**config.mk**
```make
export PLATFORM = sky130hd
export DESIGN_NAME = siso_shift_ctrl
export DESIGN_NICKNAME = d
export VERILOG_FILES = /design/src/rtl/siso_shift_ctrl.sv
export SDC_FILE = /design/constraint.sdc
export NUM_CORES = 1
export LEC_CHECK = 0
export BUFFER_PORTS_ARGS = -buffer_cell sky130_fd_sc_hd__buf_2
export CORE_MARGIN = 2
export CORE_UTILIZATION = 50
export CTS_BUF_LIST = sky130_fd_sc_hd__clkbuf_4 sky130_fd_sc_hd__clkbuf_8
export DETAILED_ROUTE_END_ITERATION = 10
export PLACE_DENSITY_LB_ADDON = 0.05
export SETUP_SLACK_MARGIN = 0.3
export SLEW_MARGIN = 0
export SYNTH_ARGS = -nofsm -noshare
export SYNTH_HDL_FRONTEND = slang
export SYNTH_SLANG_ARGS = --single-unit
```
**constraint.sdc**
```tcl
create_clock -name clk -period 1.6 [get_ports clk]
set_input_delay 0.08 -clock clk [delete_from_list [all_inputs] [get_ports clk]]
set_output_delay 0.08 -clock clk [all_outputs]
set_load 0.01 [all_outputs]
```
**src/rtl/siso_shift_ctrl.sv**
```systemverilog
// rtl/siso_shift_ctrl.sv - parallel word sequencer for an external WIDTH-deep SISO shift register
//
// Ports:
//   clk        rising-edge clock
//   reset_n    asynchronous active-low reset (shared with the external register)
//   din        parallel word to send, qualified by din_valid / din_ready
//   flush      drain request, honoured only in IDLE while the register holds a word
//   sdi        serial bit into the register (bit 0 side), MSB of the word first
//   shift_en   register shift enable, high for WIDTH consecutive cycles per word
//   sdo        register MSB stage, sampled before each shift edge
//   dout       word that left the register, held until the next completion
//   dout_valid one-cycle pulse on the first IDLE cycle after a completed word
//   busy       high while shifting or flushing
//   frame_cnt  accepted-word count, wraps silently
module siso_shift_ctrl #(
  parameter int WIDTH = 4,
  parameter int CNT_W = 8
) (
  input  logic             clk,
  input  logic             reset_n,
  input  logic [WIDTH-1:0] din,
  input  logic             din_valid,
  output logic             din_ready,
  input  logic             flush,
  output logic             sdi,
  output logic             shift_en,
  input  logic             sdo,
  output logic [WIDTH-1:0] dout,
  output logic             dout_valid,
  output logic             busy,
  output logic [CNT_W-1:0] frame_cnt
);

  localparam int BW = (WIDTH > 1) ? $clog2(WIDTH) : 1;

  typedef enum logic [1:0] {
    S_IDLE  = 2'd0,
    S_SHIFT = 2'd1,
    S_FLUSH = 2'd2
  } state_t;

  state_t           state;
  logic [BW-1:0]    cnt;
  // Shadow is consumed MSB-first by shifting it left, so the next bit to send
  // is always shadow[WIDTH-1].
  logic [WIDTH-1:0] shadow;
  // Capture keeps only the low WIDTH-1 bits; the final bit comes straight
  // from sdo on the completing edge.
  logic [WIDTH-2:0] capture;
  logic             occupied;

  logic             last_bit;
  logic [WIDTH-1:0] cap_next;

  assign last_bit = (cnt == BW'(WIDTH - 1));
  assign cap_next = {capture, sdo};

  always_ff @(posedge clk or negedge reset_n) begin
    if (!reset_n) begin
      state      <= S_IDLE;
      cnt        <= '0;
      shadow     <= '0;
      capture    <= '0;
      occupied   <= 1'b0;
      din_ready  <= 1'b1;
      shift_en   <= 1'b0;
      sdi        <= 1'b0;
      busy       <= 1'b0;
      dout       <= '0;
      dout_valid <= 1'b0;
      frame_cnt  <= '0;
    end else begin
      dout_valid <= 1'b0;
      case (state)
        S_IDLE: begin
          // New data wins over a simultaneous flush request.
          if (din_valid) begin
            shadow    <= {din[WIDTH-2:0], 1'b0};
            sdi       <= din[WIDTH-1];
            cnt       <= '0;
            frame_cnt <= frame_cnt + 1'b1;
            state     <= S_SHIFT;
            din_ready <= 1'b0;
            shift_en  <= 1'b1;
            busy      <= 1'b1;
          end else if (flush && occupied) begin
            sdi       <= 1'b0;
            cnt       <= '0;
            state     <= S_FLUSH;
            din_ready <= 1'b0;
            shift_en  <= 1'b1;
            busy      <= 1'b1;
          end
        end

        S_SHIFT, S_FLUSH: begin
          capture <= cap_next[WIDTH-2:0];
          if (last_bit) begin
            dout       <= cap_next;
            // Only a register that already held a word delivers one.
            dout_valid <= occupied;
            occupied   <= (state == S_SHIFT);
            state      <= S_IDLE;
            din_ready  <= 1'b1;
            shift_en   <= 1'b0;
            sdi        <= 1'b0;
            busy       <= 1'b0;
          end else begin
            cnt <= cnt + 1'b1;
            if (state == S_SHIFT) begin
              sdi    <= shadow[WIDTH-1];
              shadow <= {shadow[WIDTH-2:0], 1'b0};
            end else begin
              sdi <= 1'b0;
            end
          end
        end

        default: begin
          state     <= S_IDLE;
          din_ready <= 1'b1;
          shift_en  <= 1'b0;
          sdi       <= 1'b0;
          busy      <= 1'b0;
        end
      endcase
    end
  end

endmodule

```
# Word-level counts from Yosys, hierarchy flattened

Index checks and enable logic that the tools add are counted.

$add $sub $neg: 2
Equality and inequality tests: 8
Muxes and demuxes: 26
Reductions and logical operators: 9

Operators with widths:

| cell                  | count |
|---|---|
| $mux W2               | 6 |
| $mux W4               | 3 |
| $mux W1               | 11 |
| $add A8 B1 Y8 const B | 1 |
| $ne A2 B2 Y1 const B  | 4 |
| $pmux W2 S2           | 2 |
| $pmux W4 S2           | 1 |
| $pmux W1 S2           | 3 |
| $reduce_and A2 Y1     | 3 |
| $eq A2 B2 Y1 const B  | 2 |
| $reduce_and A4 Y1     | 1 |
| $ne A3 B3 Y1 const B  | 1 |
| $reduce_and A3 Y1     | 1 |
| $add A2 B1 Y2 const B | 1 |
| $eq A2 B1 Y1 const B  | 1 |
| $logic_not A2 Y1      | 1 |
| $reduce_bool A2 Y1    | 1 |
| $reduce_or A2 Y1      | 1 |
| $logic_and A1 B1 Y1   | 1 |

Flip-flop bits (word level): 28
Input port bits: 9
Output and inout bits: 17
Logic and storage cells: 56

# Logic depth before layout (Yosys ltp)

Depth after elaboration: 4
Depth in mapped cells: 6
Depth with buffers taken out: 5

# Least setup slack after synthesis

No wires, ideal clock.

Path type: register to register
From: register state[0]
To: register shadow[1]
Library setup time: 0.125 ns
Arrival: 1.455 ns
Required time: 1.475 ns
Setup slack: 0.020 ns
Cell stages (with the launch flop): 7
Path buffers: 1
Period minus slack after synthesis: 1.580 ns
Cells stage by stage: dfrtp_1 inv_1 ha_1 buf_6 nand2_1 nand3_1 mux2_2

Longest elaborated chain between the ends: 4
Elaborated cells on any way between the ends: 10
Classes of those cells: eq/ne: 5; mux: 1; reduce/logical: 4

Ends and longest elaborated chain:

| element                                                             | line    | RTL |
|---|---|---|
| start: declaration                                                  | 42      | `state_t state;` |
| start signal: assignment                                            | 60      | `state <= S_IDLE;` |
| start signal: assignment                                            | 82      | `state <= S_SHIFT;` |
| start signal: assignment                                            | 89      | `state <= S_FLUSH;` |
| $eq A2 B1 Y1 or $eq A2 B2 Y1 (tied branches)                        | 74, 110 |  |
| $reduce_or A2 Y1                                                    | 74      | `case (state)` |
| $ne A2 B2 Y1 (no source line) or $reduce_bool A2 Y1 (tied branches) | --      |  |
| $reduce_and A4 Y1 (no source line)                                  | --      |  |
| end signal: assignment                                              | 78      | `shadow <= {din[WIDTH-2:0], 1'b0};` |
| end signal: assignment                                              | 112     | `shadow <= {shadow[WIDTH-2:0], 1'b0};` |
| end: declaration                                                    | 46      | `logic [WIDTH-1:0] shadow;` |

Parallel ways exist; a longest one is shown, timed or not.
A chain may end at the register's enable or synchronous reset.

# Worst setup path in the final report

From: register state[1]
To: register busy

Longest elaborated chain between the ends: 4
Elaborated cells on any way between the ends: 8
Classes of those cells: eq/ne: 4; mux: 1; reduce/logical: 3

Ends and longest elaborated chain:

| element                                      | line | RTL |
|---|---|---|
| $eq A2 B1 Y1 or $eq A2 B2 Y1 (tied branches) | 74   |  |
| $reduce_or A2 Y1                             | 74   |  |
| $ne A2 B2 Y1 (no source line)                | --   |  |
| $reduce_and A2 Y1 (no source line)           | --   |  |
| end signal: assignment                       | 68   | `busy <= 1'b0;` |
| end signal: assignment                       | 85   | `busy <= 1'b1;` |
| end signal: assignment                       | 92   | `busy <= 1'b1;` |
| end: declaration                             | 30   | `output logic busy,` |

Parallel ways exist; a longest one is shown, timed or not.

==> reports/results.txt <==
Status = completed
Vert. Die Dim = 53.83 um
HP Start = din_valid
Cell Rows = 18
First-pass GRT wire length = 3767 um
Worst-path clk slew = 0.14 ns
Crit path time final = 1.552 ns
H-tree depth = 1
Starting DRT DRC Count = 8
Final setup fails = 0
Syn. warnings = 0
Starting density of the core = 0.5151
Die width = 53.83 um
Share of cells above drive strength 1 = 0.5282
Cells after DPL = 156
Worst clock skew = 0.005519 ns
Die Footprint = 2897 sq um
Critical Path RT = 1.82 ns
VDD IR-drop max = 1.735 mV
Fin util = 0.6963
Setup WS pre-CTS = -0.01199 ns
TritonCTS clock tree = done
Critical R2R Capture = busy
Core area = 2410 sq um
Crit end category = register
TNS Setup = 0 ns
ANT cells = 0
Slew headroom = 0.6085
PD cells = 2106 nW/um^2
Cells after Synth = 98
CP arrival = 1.78 ns
Sink Count = 27
Initial antenna violation count = 0
R2r worst-path depth = 5
Root buffer cell = clkbuf_4
DRT Pass-1 Iters = 4
Fin. max-slew vios = 0
Crit path launch = state[1]
Maximum clock frequency = 644.4 MHz
Post-synth EDFFs = 0
CP Max Fanout = 8
FF-to-FF setup slack = 0.05 ns
RSZ-0062 raised after global routing = yes
Drt via density = 5.116
Fraction of registers with async set/reset = 1.000
Crit start category = register
Largest net degree at the start of global routing = 28
Max_cap viols = 0
Leak = 0.8281 nW
Crit path kind = reg -> reg
Vias in the first global route = 843
# IOs = 26
Clk_lat worst skew = 0.32 ns
Post-DP HPWL = 1667 um
Final antenna-violating net count = 0
Period utilization = 0.9699
Tot Pwr = 3.533 mW
Final nets = 158
Port bufs = 25
Commonest non-fill, non-tap cell in the layout = dfrtp_1
Post-DR wirelength/cell = 14.62 um
CTS buffer count = 3
Area Growth Syn to Fin = 35.18%
Finished Cell Area = 1678 sq um
Placed Area = 1446 sq um
Via count = 880
HP Class = in -> reg
Final hold violations = 0
Top_reg_cell synth = dfrtp_1
Synth unique cells = 25
Max clock buf depth = 2
Residual DRC = 0
Yosys reg bits = 27
Syn nets = 113
Finished Layout Cells = 172
Register area share after synthesis = 0.5454
Commonest non-fill, non-tap cells in the layout = dfrtp_1 (26), buf_2 (25), buf_4 (12)
Syn_area_per_cell = 12.67 sq um
WHS = 0.09485 ns
Final wirelength = 2514 um
Post-Syn Area = 1241 sq um
Critical R2R Launch = state[1]
Grt ovf = 0
Pin slew with the least headroom to its limit = 0.5873 ns
Routability cong. = 0.8210
Setup crit end = busy
Crit path setup slack, layout = 0.04818 ns
Total Routing Usage GR = 0.1824
==> cell type report <==
class,count,area [sq um]
clock buffer,4,30.03
fill,164,732.0
inverter,5,18.77
multi-input combinational,63,634.4
sequential,27,676.9
tap,30,37.54
timing repair buffer,43,280.3
==> timing repair <==
item / CTS / global route
resized for setup: 18 / 7
hold endpoints to repair: 28 / 0
buffers inserted: 5 / 5
hold buffers: 2 / 0
cloned: 0 / 0
endpoints found under the setup margin: 22 / 23
pin swaps: 6 / 6
==> kinds of logic (layout without fill, tap and decap cells) <==
group,count (synthesis),in the layout,synth area share
AO/OA/AOI/OAI,11,11,0.06955
XOR/XNOR,7,7,0.04940
adder cells (fa/ha/maj),6,6,0.06048
buffers and inverters,8,52,0.03427
flip-flops,27,27,0.5454
multiplexers,15,15,0.1361
AND/OR/NAND/NOR,24,24,0.1048
==> metal layers <==
layer | up-vias | track usage | wire, um
li1 | 439 | - | -
met1 | 420 | 0.2375 | 1159
met2 | 17 | 0.2846 | 1233
met3 | 4 | 0.03889 | 95
met4 | 0 | 0.09402 | 25
met5 | - | 0 | 0
==> sequential cells by signal, indices dropped and copies added (netlist names) <==
signal	flops
frame_cnt	8
dout	4
capture	3
shadow	3
cnt	2
state	2
busy	1
din_ready	1
dout_valid	1
occupied	1
sdi	1
==> worst max-delay path: stages, from the launching register on <==
cell,delay (ns)
dfrtp_1,0.40
inv_2,0.07
ha_4,0.31
nor2b_4,0.19
a21o_1,0.18
mux2_4,0.31
==> Yosys cell counts, types with 3 or more instances <==
master,n,share of area
nand2_1,5,0.015
nand4_1,4,0.020
nand3_1,3,0.012
nor2_1,3,0.0091
xnor2_1,7,0.049
mux2_2,15,0.14
inv_1,5,0.015
ha_1,6,0.060
dfrtp_1,26,0.52
==> power by group <==
| group | switching [mW] | internal [mW] |
|---|---|---|
| Clock | 0.191 | 0.114 |
| Combinational | 0.846 | 1.17 |
| Sequential | 0.227 | 0.980 |
==> worst min path at each step <==
stage / end / slack, ns / cells after the start
floorplan: busy / -0.22 / 0
global placement: dout[1] / 0.11 / 1
detailed placement: dout[1] / 0.12 / 1
CTS: frame_cnt[0] / 0.07 / 3
global route: frame_cnt[0] / 0.10 / 3
finish: frame_cnt[0] / 0.09 / 3
Note: power is estimated with default switching activity, not from simulation.
